<file path="src/rtl/gen_burst_ctrl.sv">
// Burst sequencer between the counter data generator and the FIFO write port.
// Emits num_bursts bursts of burst_len words separated by gap_cycles idle cycles.
module gen_burst_ctrl #(
    parameter int DATA_W = 32,
    parameter int LEN_W  = 16,
    parameter int NB_W   = 8,
    parameter int GAP_W  = 8
) (
    input  logic              clk,
    input  logic              rst_n,
    input  logic              start,
    input  logic              abort,
    input  logic [LEN_W-1:0]  burst_len,
    input  logic [NB_W-1:0]   num_bursts,
    input  logic [GAP_W-1:0]  gap_cycles,
    input  logic [DATA_W-1:0] ge_data,
    input  logic              ge_valid,
    input  logic              fifo_full,
    output logic              fifo_wr_en,
    output logic [DATA_W-1:0] fifo_din,
    output logic              busy,
    output logic              done,
    output logic [31:0]       word_cnt,
    output logic [15:0]       drop_cnt
);

    // state | meaning
    // IDLE  | waiting for start
    // LOAD  | config latched, check for empty sequence
    // RUN   | passing generator beats to the FIFO
    // GAP   | idle cycles between bursts
    // DONE  | one-cycle completion pulse
    typedef enum logic [2:0] {
        IDLE = 3'd0,
        LOAD = 3'd1,
        RUN  = 3'd2,
        GAP  = 3'd3,
        DONE = 3'd4
    } state_t;

    state_t             state, next_state;
    logic [LEN_W-1:0]   cfg_len;
    logic [NB_W-1:0]    cfg_nb;
    logic [GAP_W-1:0]   cfg_gap;
    logic [LEN_W-1:0]   beat_cnt;
    logic [NB_W-1:0]    burst_cnt;
    logic [GAP_W-1:0]   gap_cnt;

    logic accept;
    logic beat;
    logic drop;
    logic last_beat;
    logic last_burst;

    always_comb begin
        next_state = state;
        accept     = (state == IDLE) && start && !abort;
        beat       = (state == RUN) && !abort && ge_valid && !fifo_full;
        drop       = (state == RUN) && !abort && ge_valid && fifo_full;
        last_beat  = beat && ((beat_cnt + LEN_W'(1)) == cfg_len);
        last_burst = (burst_cnt + NB_W'(1)) == cfg_nb;

        case (state)
            IDLE: if (accept) next_state = LOAD;
            LOAD: begin
                if (abort)                             next_state = IDLE;
                else if (cfg_nb == '0 || cfg_len == '0) next_state = DONE;
                else                                   next_state = RUN;
            end
            RUN: begin
                if (abort) next_state = IDLE;
                else if (last_beat) begin
                    if (last_burst)          next_state = DONE;
                    else if (cfg_gap == '0)  next_state = RUN;
                    else                     next_state = GAP;
                end
            end
            GAP: begin
                if (abort)                        next_state = IDLE;
                else if (gap_cnt == GAP_W'(1))    next_state = RUN;
            end
            DONE:    next_state = IDLE;
            default: next_state = IDLE;
        endcase
    end

    always_ff @(posedge clk or negedge rst_n) begin
        if (!rst_n) begin
            state      <= IDLE;
            busy       <= 1'b0;
            done       <= 1'b0;
            fifo_wr_en <= 1'b0;
            fifo_din   <= '0;
            cfg_len    <= '0;
            cfg_nb     <= '0;
            cfg_gap    <= '0;
            beat_cnt   <= '0;
            burst_cnt  <= '0;
            gap_cnt    <= '0;
            word_cnt   <= '0;
            drop_cnt   <= '0;
        end else begin
            state      <= next_state;
            busy       <= (next_state == LOAD) || (next_state == RUN) || (next_state == GAP);
            done       <= (next_state == DONE);
            fifo_wr_en <= beat;

            if (beat) fifo_din <= ge_data;

            if (accept) begin
                cfg_len   <= burst_len;
                cfg_nb    <= num_bursts;
                cfg_gap   <= gap_cycles;
                beat_cnt  <= '0;
                burst_cnt <= '0;
                word_cnt  <= '0;
                drop_cnt  <= '0;
            end

            if (beat) begin
                word_cnt <= word_cnt + 32'd1;
                if (last_beat) begin
                    beat_cnt  <= '0;
                    burst_cnt <= burst_cnt + NB_W'(1);
                end else begin
                    beat_cnt <= beat_cnt + LEN_W'(1);
                end
            end

            if (drop && drop_cnt != 16'hFFFF) drop_cnt <= drop_cnt + 16'd1;

            // gap timer: loaded on burst end, terminal count at 1
            if (state == RUN && next_state == GAP)  gap_cnt <= cfg_gap;
            else if (state == GAP && gap_cnt != '0) gap_cnt <= gap_cnt - GAP_W'(1);
        end
    end

endmodule

</file>
<file path="config.mk">
export PLATFORM = sky130hd
export DESIGN_NAME = gen_burst_ctrl
export DESIGN_NICKNAME = d
export VERILOG_FILES = /design/src/rtl/gen_burst_ctrl.sv
export SDC_FILE = /design/constraint.sdc
export NUM_CORES = 1
export LEC_CHECK = 0
export CAP_MARGIN = 20
export CORE_ASPECT_RATIO = 1.5
export CORE_MARGIN = 1.5
export CORE_UTILIZATION = 52
export DETAILED_ROUTE_END_ITERATION = 6
export PLACE_DENSITY_LB_ADDON = 0.1
export SLEW_MARGIN = 20
export SYNTH_ARGS = -nofsm -noshare
export SYNTH_HDL_FRONTEND = slang
export SYNTH_SLANG_ARGS = --single-unit
</file>
<file path="constraint.sdc">
create_clock -name clk -period 3.7 [get_ports clk]
set_clock_uncertainty 0.15 [all_clocks]
set_input_delay 0.74 -clock clk [delete_from_list [all_inputs] [get_ports clk]]
set_output_delay 0.74 -clock clk [all_outputs]
set_load 0.1 [all_outputs]
</file>
**After elaboration in Yosys (flattened, before gate mapping)**

Cells that the tools add are included.

- Muxes and demuxes: 21
- Reductions and logical operators: 23
- Equal/unequal tests: 11
- $add $sub $neg: 5

Operators with widths:

| cell | count |
|---|---|
| 2-to-1 mux 16 bit | 4 |
| 2-to-1 mux 32 bit | 2 |
| 2-to-1 mux 8 bit | 5 |
| adder 16 x 1 -> 16 bit, second input constant | 2 |
| adder 32 x 1 -> 32 bit, second input constant | 1 |
| 2-to-1 mux 3 bit | 8 |
| equality test 16 bit | 1 |
| logical NOT 16 bit | 1 |
| logical NOT 8 bit | 2 |
| != test 16 bit, second input constant | 1 |
| equality test 3 x 2 -> 1 bit, second input constant | 4 |
| case mux 3 bit (4 select lines) | 1 |
| logical AND 1 bit | 10 |
| adder 8 x 1 -> 8 bit, second input constant | 1 |
| equality test 8 x 1 -> 1 bit, second input constant | 1 |
| equality test 8 bit | 1 |
| nonzero test 8 bit | 1 |
| subtractor 8 x 1 -> 8 bit, second input constant | 1 |
| equality test 3 x 1 -> 1 bit, second input constant | 2 |
| nonzero test 2 bit | 3 |
| equality test 3 bit, second input constant | 1 |
| logical NOT 3 bit | 1 |
| logical OR 1 bit | 3 |
| logical NOT 1 bit | 2 |
| 2-to-1 mux 1 bit | 1 |

- Output and inout bits: 83
- Word-level logic and storage cells: 73
- Bits of input ports: 70
- Flip-flop bits (word level): 150

**Logic depth before layout (Yosys ltp)**

Gate-level depths: netlist (run 1).

- Word-level depth: 11
- Gate-level depth with buffers: 11

**Worst setup path before layout (run 1)**

Ideal clock, no wire load.

- Kind: register to register
- Start point: reg drop_cnt[0]
- End point: reg drop_cnt[12]
- Stages on the path, launching flop included: 10
- Setup time: 0.101 ns
- Setup slack: 0.317 ns
- Period minus slack after synthesis: 3.383 ns
- Path buffers: 1
- Data arrival time: 3.133 ns
- Path through: dfrtp_1 > ha_1 > nand3_1 > nor4_1 > nor3b_1 > a31oi_1 > nor2_1 > clkbuf_1 > o21ai_0 > o31ai_1

- Word-level cells in the longest chain between the ends: 3
- Elaborated cells on any way between the ends: 5
- Those cells by class: 1 x add/sub; 1 x eq/ne; 1 x mux; 2 x reduce/logical

Ends and longest elaborated chain:

| item | RTL line | RTL |
|---|---|---|
| from (decl) | 24 | `output logic [15:0] drop_cnt` |
| from (signal assigned) | 130 | `if (drop && drop_cnt != 16'hFFFF) drop_cnt <= drop_cnt + 16'd1;` |
| branches (longest 3 deep; another with adder 16 x 1 -> 16 bit) | - |  |

Parallel ways; which one is timed is not known.
A chain may end at the register's enable or synchronous reset.

**Final worst setup path (run 1)**

- Start point: reg beat_cnt[10]
- End point: reg gap_cnt[7]

- Word-level cells in the longest chain between the ends: 9
- Elaborated cells on any way between the ends: 10
- Those cells by class: 1 x add/sub; 2 x eq/ne; 4 x mux; 3 x reduce/logical

Ends and longest elaborated chain:

| item | RTL line | RTL |
|---|---|---|
| from (decl) | 45 | `logic [LEN_W-1:0] beat_cnt;` |
| from (signal assigned) | 126 | `beat_cnt <= beat_cnt + LEN_W'(1);` |
| adder 16 x 1 -> 16 bit * | 60 | `last_beat = beat && ((beat_cnt + LEN_W'(1)) == cfg_len);` |
| equality test 16 bit * | 60 |  |
| logical AND 1 bit * | 60 |  |
| 2-to-1 mux 3 bit * | 72 | `else if (last_beat) begin` |
| 2-to-1 mux 3 bit * | 71 | `if (abort) next_state = IDLE;` |
| case mux 3 bit (4 select lines) * | 63 | `case (state)` |
| equality test 3 x 2 -> 1 bit * | 133 | `if (state == RUN && next_state == GAP) gap_cnt <= cfg_gap;` |
| logical AND 1 bit * | 133 |  |
| 2-to-1 mux 8 bit or nonzero test 2 bit (tied branches) | - |  |
| to (signal assigned) | 133 |  |
| to (signal assigned) | 134 | `else if (state == GAP && gap_cnt != '0) gap_cnt <= gap_cnt - GAP_W'(1);` |
| to (decl) | 47 | `logic [GAP_W-1:0] gap_cnt;` |

Every way passes the cells marked *; elsewhere a longest branch is shown, timed or not.

==> reports/metrics.cfg, run 1 <==
[synth]
synth_area_um2=7440
ys_seq_area_share_pct=50.5
syn_nets=913
syn_avg_cell_area_um2=8.89
synth_top_cell_area_share_pct=50.5
synth_largest_area_cell=dfrtp_1
synth.distinct_cells=57
yosysWarnings=0
synth_area_leaders=dfrtp_1 (50%), nand2_1 (14%), o21ai_0 (4.4%), nand3_1 (3.1%), xnor2_1 (3.1%)
synth_cells=837
synthArstFlopShare_pct=100
synth-seq-cells=150
synth_edf_count=0
synthFlopType=dfrtp_1

[sta]
hold-worst-slack_ns=0.162
hold_viol=0
period_minus_slack_ns=3.27
relSlewSlack_pct=33.6
tns_ns=0
max_freq_ghz=0.306
period_share_pct=88.3
worst_slew_pin_slew_ns=0.993
rsz0062_at_grt=false
setup_violations=0
slew_viol_final=0

[clock_network]
cts_hold_buf=0
postCtsSetupRepairBufs=0
htree_levels=4
cts.sinks=150
clk_path_buf_depth=2
cts_resized=0
path_clk_slew_ns=0.06
numCtsBuffers=17
cts_root_buf=clkbuf_16
cts_tree=built
clock_latency_ns=0.42

[detailed_routing]
drt-pass1-iter-count=4
routedWlPerCell_um=15.1
drt-initial-drc-count=300
ant_nets=0
drcViolationCount=0
via_per_inst=5.42
drt-total-wl_um=18000
vias=6460

[power_and_ir_drop]
p_total_mw=5.54
ir_drop_mv=0.348
cellLeakagePower_nw=4.37
power_density_nw_per_um2=571

[setup_path]
reg2regPathDepth=9
crit_fanout=18
crit_type=reg2reg
cp_data_arrival_time_ns=3.42
r2r-start=beat_cnt[10]
path_cells=nand4_1, nor4_1, mux2i_1, nor4bb_1, nand4_1, buf_4, nand4bb_1, buf_4, mux2_4
critPathCaptureType=flip-flop
timing.rr.end=gap_cnt[7]
slowest_delay_ns=0.57
ff2ff_setup_slack_ns=0.43
start_kind=flip-flop
slowest_stage=dfrtp_1
crit_required_ns=3.85

[floorplanning]
num_rows=53
dieArea_um2=15000
die_y_um=149
start_util_pct=53.2
die_w_um=101
io_pins=153
core-area_um2=14000

[global_routing]
use_met1_pct=31.0
grt-busiest-layer=met2
overflow=0
antenna_found_initial=0
use_met2_pct=41.8
grt_max_degree=70
grt_pass1_wl_um=29400
grt_use_met3_pct=4.11
track_usage_pct=24.7
grt_pass1_vias=6052

[finish]
areaGrowthSynthToFinish_pct=30.6
final_area_um2=9720
drive_above_1_share_pct=8.11
final_util_pct=69.4
layout_common_cells=nand2_1 (269), dfrtp_1 (150), clkdlybuf4s50_1 (134)
num-nets-final=1062
final_common_cell=nand2_1
n_antenna_cell=0

[placement]
dp_hpwl_um=12500
dpl-instance-area_um2=9130
gp_congestion=0.926
port_buffers=152

[flow_run]
cap_viol_max_count=0

[min_path]
hold_class=in2async

[run_status]
outcome=completed

[per-stage QoR]
stage / worst slack (ns) / std cells
2_1_floorplan: 0.317 / 837
3_3_place_gp: 0.425 / 1159
3_5_place_dp: 0.297 / 1159
4_1_cts: 0.500 / 1191
5_1_grt: 0.252 / 1191
6_report: 0.431 / 1191
[state kept, by name (all words and copies together) (netlist names)]
signal      flops
state           3
beat_cnt       16
cfg_gap         8
gap_cnt         8
cfg_nb          8
done            1
cfg_len        16
fifo_wr_en      1
drop_cnt       16
busy            1
word_cnt       32
fifo_din       32
burst_cnt       8
[worst max-delay path: cells and delay by family (launching register included)]
| family | cells | cell delay (ns) |
|---|---|---|
| muxes | 2 | 0.53 |
| DFF | 1 | 0.57 |
| and+or+nand+nor | 5 | 1.45 |
| buffers and inverters | 2 | 0.43 |
[cells by family after synthesis]
family | synth area share (%)
buffers and inverters | 2.89
XOR/XNOR | 5.37
adder cells (fa/ha/maj) | 1.01
multiplexers | 3.05
AND/OR/NAND/NOR | 27.2
AO/OA/AOI/OAI | 10.1
flip-flops | 50.5
[where the power goes]
part / total [mW] / internal (mW) / switching (mW)
sequential: 2.07 / 1.88 / 0.194
combinational: 1.73 / 0.504 / 1.22
clock: 1.74 / 1.06 / 0.685
[worst max path at each step]
stage | start | to | cells after the start
floorplan | drop_cnt[0] | drop_cnt[12] | 9
global placement | abort | word_cnt[5] | 10
detailed placement | abort | beat_cnt[14] | 8
CTS | beat_cnt[10] | gap_cnt[5] | 9
global route | beat_cnt[0] | gap_cnt[5] | 10
finish | beat_cnt[10] | gap_cnt[7] | 9
[final cells by class]
class | instances | area (um^2)
clock buffers | 20 | 437
flip-flops and latches | 150 | 3750
fillers | 1162 | 4280
repair buffers | 171 | 1620
well taps | 192 | 240
multi-input cells | 635 | 3470
clock inverters | 12 | 153
inverters | 11 | 41.3
[metal layers]
metal  up-vias  share of wire (%)
li1       3196                  -
met1      3035                 43
met2       196                 50
met3        33                4.8
met4         0                2.3
met5         -                  0
[synthesized netlist by cell type (all sizes together), types with 17 or more instances]
| master | instances |
|---|---|
| xor2 | 17 |
| nand3 | 47 |
| dfrtp | 150 |
| nand4 | 20 |
| clkbuf | 24 |
| buf | 17 |
| nor4 | 17 |
| nand2 | 269 |
| o21ai | 66 |
| nor2 | 31 |
| xnor2 | 26 |
No activity file was read; power rests on OpenSTA's default activity.
==> inputs of run 2 (changes only) <==
--- a/config.mk
+++ b/config.mk
@@ -8,8 +8,9 @@
 export CAP_MARGIN = 20
 export CORE_ASPECT_RATIO = 1.5
 export CORE_MARGIN = 1.5
-export CORE_UTILIZATION = 52
+export CORE_UTILIZATION = 64
 export DETAILED_ROUTE_END_ITERATION = 6
+export DONT_BUFFER_PORTS = 1
 export PLACE_DENSITY_LB_ADDON = 0.1
 export SLEW_MARGIN = 20
 export SYNTH_ARGS = -nofsm -noshare
==> run 2 against run 1 <==
- the run now ends with hold timing left
- largest cell class unchanged
- clock power shrank 2%
- largest power group unchanged
- sequential power grew 41%
- non-clock buffer count shrank 117
- sequential share of layout area grew 5.8 points
- routed wire length shrank 2.7%
- count of clock-buffer cells in the layout shrank 2
- first-iteration DRC count grew 55%
- die area shrank 18%
- cell area shrank 13%
==> reports/metrics.cfg, run 2 (synthesized netlist as in run 1, its figures left out) <==
[setup_path]
crit_type=reg2reg
start_kind=flip-flop
worst_path_most_repeated_cell=nand2_1
cp_num_buf_inv=1  ; -1
crit_required_ns=3.83  ; -0.02 ns
slowest_delay_ns=0.44  ; -0.13 ns
r2r-start=beat_cnt[0]
path_cells=ha_1, nand2_1, or3_1, o32a_1, a211oi_2, nand4_1, buf_4, nand2_1, o311ai_0
crit_fanout=22  ; +4
cp_data_arrival_time_ns=3.34  ; -0.08 ns
cp-startpoint=beat_cnt[0]
cp_top_family=simple AND/OR/NAND/NOR gates
slowest_stage=nand2_1
critPathCaptureType=flip-flop

[floorplanning]
die_w_um=91.0  ; -9.6%
start_util_pct=65.2  ; +12 points
dieArea_um2=12300  ; -18%
num_rows=48  ; -9.4%
io_pins=153  ; unchanged
core-area_um2=11400  ; -18%
die_y_um=135  ; -9.7%

[sta]
relSlewSlack_pct=32.0  ; -1.5 points
max_freq_ghz=0.311  ; +1.8%
hold_viol=150  ; +150
tns_ns=0  ; unchanged
period_share_pct=86.8  ; -1.5 points
period_minus_slack_ns=3.21  ; -0.0571 ns
hold-worst-slack_ns=-0.153  ; -0.315 ns
slew_viol_final=0  ; unchanged
setup_violations=0  ; unchanged
worst_slew_pin_slew_ns=1.02  ; +0.0259 ns
rsz0062_at_grt=false

[detailed_routing]
vias=6224  ; -3.7%
via_per_inst=6.03  ; +11%
drt-total-wl_um=17500  ; -2.7%
drcViolationCount=0  ; unchanged
drt-pass1-iter-count=5  ; +1
ant_nets=0  ; unchanged
drt-initial-drc-count=464  ; +55%
routedWlPerCell_um=16.9  ; +12%

[global_routing]
track_usage_pct=28.9  ; +4.3 points
grt_max_degree=151  ; +120%
antenna_found_initial=0  ; unchanged
grt_pass1_vias=5896  ; -2.6%
grt_pass1_wl_um=28200  ; -3.9%
overflow=0  ; unchanged

[clock_network]
clk_path_buf_depth=2  ; unchanged
clock_latency_ns=0.43  ; about the same
cts.sinks=150  ; unchanged
htree_levels=4  ; unchanged
path_clk_slew_ns=0.07  ; about the same
cts_tree=built
numCtsBuffers=17  ; unchanged
cts_root_buf=clkbuf_16

[power_and_ir_drop]
p_seq_share_pct=56.3  ; +19 points
switchingPower_mw=2.10  ; about the same
power_density_nw_per_um2=614  ; +7.6%
p_clk_share_pct=32.9  ; +1.4 points
combPwrFrac_pct=10.8  ; -20 points
p_int_mw=3.08  ; -11%
swShare_pct=40.5  ; +2.7 points
cellLeakagePower_nw=3.95  ; -9.5%
ir_drop_mv=0.358  ; +2.8%

[finish]
drive_above_1_share_pct=11.6  ; +3.5 points
layout_common_cells=nand2_1 (269), dfrtp_1 (150), o21ai_0 (66)
top_regs=fifo_din: 32 flops, word_cnt: 32 flops
final_common_cell=nand2_1
areaGrowthSynthToFinish_pct=13.5
final_util_pct=73.9  ; +4.5 points
num-nets-final=945  ; -11%
stdcell_count=1032  ; -13%
fillCellCount=828  ; -29%
n_antenna_cell=0  ; unchanged

[placement]
dp_hpwl_um=11900  ; -4.4%
gp_congestion=0.947  ; +2.2%
port_buffers=0  ; -100%
dpl.cell_count=1000  ; -14%

[run_status]
outcome=complete, but fails checks
violations=hold timing

[flow_run]
cap_viol_max_count=0  ; unchanged

[min_path]
hold_class=in2async

-- run 2: cell types whose count changed in the layout (fill, tap and decap cells not counted), moves of 2 or more --
cell             change
clkdlybuf4s50_1    -134
buf_4               +18
clkbuf_1             -3
clkinv_2             -3
clkinvlp_4           +3
inv_6                +3
bufinv_16            -2
inv_8                +2
-- run 2: metrics by stage --
| step | instance area, um^2 | power, mW | setup slack [ns] |
|---|---|---|---|
| detailed placement | 7860 | 3.50 | 0.388 |
| floorplan | 7440 | 3.35 | 0.317 |
| global route | 8440 | 5.37 | 0.211 |
| finish | 8440 | 5.18 | 0.488 |
| global placement | 7860 | 3.46 | 0.637 |
| CTS | 8440 | 5.20 | 0.338 |
-- run 2: per-layer routing --
layer | GRT usage, % | share of wire, % | vias to the layer above
li1 | - | - | 2963
met1 | 35.5 | 40 | 3003
met2 | 49.2 | 51 | 218
met3 | 6.14 | 6.2 | 40
met4 | 12.6 | 2.7 | 0
met5 | 0 | 0 | -
-- run 2: final timing paths --
| path | to | slack, ns | cells past startpoint |
|---|---|---|---|
| setup / recovery | beat_cnt[14] | 0.49 | 9 |
| min in group clk | cfg_gap[2] | 0.26 | 2 |
| hold / removal | drop_cnt[7] | -0.15 | 0 |
| max in group asynchronous | beat_cnt[9] | 3.33 | 0 |
| setup reg to reg | beat_cnt[14] | 0.49 | 9 |
| hold reg to reg | cfg_gap[3] | 0.36 | 2 |
-- run 2: repair_timing --
item,in CTS,in global routing
endpoints found under the setup margin,0,6
setup buffers,0,0
endpoints found under the hold margin,150,150
gates resized for setup,0,1
-- run 2: area by class of cell --
class	count	area, um^2	area share, %
tap	150	188	2.22
inverter	11	41.3	0.489
sequential	150	3750	44.5
clock buffer	18	439	5.20
timing repair buffer	54	405	4.80
clock inverter	14	140	1.66
multi-input combinational	635	3470	41.1
-- run 2: power groups by stage --
stage | sequential (mW) | combinational, mW | clock (mW)
after floorplan | 2.91 | 0.437 | 0
after global routing | 2.95 | 0.637 | 1.78
after detailed placement | 2.95 | 0.551 | 0
final | 2.92 | 0.559 | 1.70
after CTS | 2.92 | 0.564 | 1.72
after global placement | 2.94 | 0.524 | 0
-- run 2: worst register-to-register path: cells and delay by family, from the launching register on --
family,cells,cell delay [ns]
flip-flops,1,0.43
AND/OR/NAND/NOR,4,1.20
adder cells (fa/ha/maj),1,0.28
buffers and inverters,1,0.25
AO/OA/AOI/OAI,3,0.75
==> inputs of run 3 (changes only) <==
--- a/config.mk
+++ b/config.mk
@@ -8,9 +8,10 @@
 export CAP_MARGIN = 20
 export CORE_ASPECT_RATIO = 1.5
 export CORE_MARGIN = 1.5
-export CORE_UTILIZATION = 64
+export CORE_UTILIZATION = 26
 export DETAILED_ROUTE_END_ITERATION = 6
 export DONT_BUFFER_PORTS = 1
+export GPL_TIMING_DRIVEN = 0
 export PLACE_DENSITY_LB_ADDON = 0.1
 export SLEW_MARGIN = 20
 export SYNTH_ARGS = -nofsm -noshare
==> run 3 against run 2 <==
- non-clock buffer count fell by 13
- via count decreased by 4.4%
- cell count is 18% higher
- cell area is 0.99% higher
- highest routed layer unchanged
- largest power group unchanged
- critical path type unchanged
- the run still ends with hold timing left
- routed wire length up 25%
- utilization shrank 44 points
- count of clock-buffer cells in the layout rose by 2
- largest cell class unchanged
==> reports/metrics.cfg, run 3 (synthesized netlist as in run 1, its figures left out) <==
[run_status]
outcome=complete, but fails checks
violations=hold timing

[floorplanning]
core-area_um2=28100  ; +150%
start_util_pct=26.5  ; -39 points
num_rows=75  ; +56%
die_w_um=141  ; +55%
dieArea_um2=29600  ; +140%
die_y_um=210  ; +56%
io_pins=153  ; unchanged

[finish]
layout_common_cells=nand2_1 (269), dfrtp_1 (142), o21ai_0 (66)
n_antenna_cell=0  ; unchanged
top_regs=fifo_din: 32 flops, word_cnt: 32 flops
areaGrowthSynthToFinish_pct=14.6
stdcell_count=1214  ; +18%
num-nets-final=932  ; -1.4%
drive_above_1_share_pct=7.95  ; -3.6 points
fillCellCount=2934  ; +250%
final_util_pct=30.4  ; -44 points
final_common_cell=nand2_1

[min_path]
hold_class=in2async

[setup_path]
critPathCaptureType=flip-flop
ff2ff_setup_slack_ns=0.29  ; -0.20 ns
path_cells=ha_1, nand2_1, or3_1, o32a_1, a211oi_2, nand4_1, buf_2, nor3_1, o21ai_0
slowest_delay_ns=0.45  ; about the same
cp_num_buf_inv=1  ; unchanged
cp_top_family=simple AND/OR/NAND/NOR gates
cp_data_arrival_time_ns=3.55  ; +0.21 ns
crit_type=reg2reg
crit_required_ns=3.85  ; +0.02 ns
start_kind=flip-flop
slowest_stage=dfrtp_1
crit_fanout=10  ; -55%

[placement]
pre_cts_ws_ns=-0.567  ; -0.955 ns
gp_congestion=0.777  ; -18%
dp_hpwl_um=15500  ; +30%
dpl.cell_count=1183  ; +18%
port_buffers=0  ; unchanged

[global_routing]
antenna_found_initial=0  ; unchanged
grt_pass1_vias=6132  ; +4.0%
grt_max_degree=151  ; unchanged
track_usage_pct=15.4  ; -13 points
overflow=0  ; unchanged
grt_pass1_wl_um=34900  ; +24%

[clock_network]
cts_tree=built
path_clk_slew_ns=0.06  ; about the same
numCtsBuffers=17  ; unchanged
clock_latency_ns=0.45  ; +0.02 ns
clk_path_buf_depth=2  ; unchanged
cts.sinks=150  ; unchanged
htree_levels=4  ; unchanged
cts_root_buf=clkbuf_16

[sta]
worst_slew_pin_slew_ns=1.10  ; +0.0791 ns
hold_viol=150  ; unchanged
max_freq_ghz=0.294  ; -5.7%
hold-worst-slack_ns=-0.154  ; -0.000219 ns
setup_violations=0  ; unchanged
slew_viol_final=0  ; unchanged
rsz0062_at_grt=false
relSlewSlack_pct=26.8  ; -5.3 points
setup_slack_ns=0.293  ; -0.196 ns
period_share_pct=92.1  ; +5.3 points
period_minus_slack_ns=3.41  ; +0.196 ns
tns_ns=0  ; unchanged

[power_and_ir_drop]
p_total_mw=5.32  ; +2.6%
ir_drop_mv=0.478  ; +33%
cellLeakagePower_nw=3.78  ; -4.4%
power_density_nw_per_um2=624  ; +1.6%

[detailed_routing]
vias=5948  ; -4.4%
ant_nets=0  ; unchanged
drcViolationCount=0  ; unchanged
drt-total-wl_um=21900  ; +25%
drt-initial-drc-count=286  ; -38%
routedWlPerCell_um=18.0  ; +6.5%
via_per_inst=4.90  ; -19%
drt-pass1-iter-count=4  ; -1

[flow_run]
cap_viol_max_count=0  ; unchanged

-- run 3: final timing paths --
| kind | start | endpoint | cells after the start |
|---|---|---|---|
| setup / recovery | beat_cnt[0] | busy | 9 |
| hold / removal | rst_n | cfg_len[7] | 0 |
| setup reg to reg | beat_cnt[0] | busy | 9 |
| hold reg to reg | cfg_gap[1] | cfg_gap[1] | 2 |
| max in group asynchronous | rst_n | fifo_din[17] | 0 |
| min in group clk | ge_data[22] | fifo_din[22] | 2 |
-- run 3: per-stage QoR --
stage,cell area (um^2),hold slack [ns]
CTS,8500,-0.183
finish,8520,-0.154
detailed placement,7880,0.301
global route,8520,-0.183
floorplan,7440,0.294
global placement,7870,0.300
-- run 3: timing repair --
item | in CTS | in global routing
endpoints found under the setup margin | 16 | 28
hold endpoints to repair | 150 | 150
gates resized for setup | 9 | 7
setup buffers | 0 | 0
-- run 3: per-layer routing --
metal | track usage [%] | up-vias | share of wire (%)
li1 | - | 2935 | -
met1 | 17.1 | 2846 | 40
met2 | 27.6 | 134 | 53
met3 | 4.16 | 33 | 4.5
met4 | 6.57 | 0 | 2.3
met5 | 0 | - | 0
-- run 3: report_power, final --
| group | internal [mW] | switching, mW |
|---|---|---|
| clock | 1.10 | 0.739 |
| combinational | 0.259 | 0.262 |
| sequential | 1.86 | 1.10 |
-- run 3: final cells by class --
| type | count | area (um^2) | area share [%] |
|---|---|---|---|
| Sequential cell | 150 | 3770 | 44.2 |
| Multi-Input combinational cell | 635 | 3500 | 41.0 |
| Clock buffer | 20 | 457 | 5.36 |
| Tap cell | 346 | 433 | 5.08 |
| Buffer | 41 | 175 | 2.06 |
| Clock inverter | 11 | 150 | 1.76 |
| Inverter | 11 | 41.3 | 0.485 |
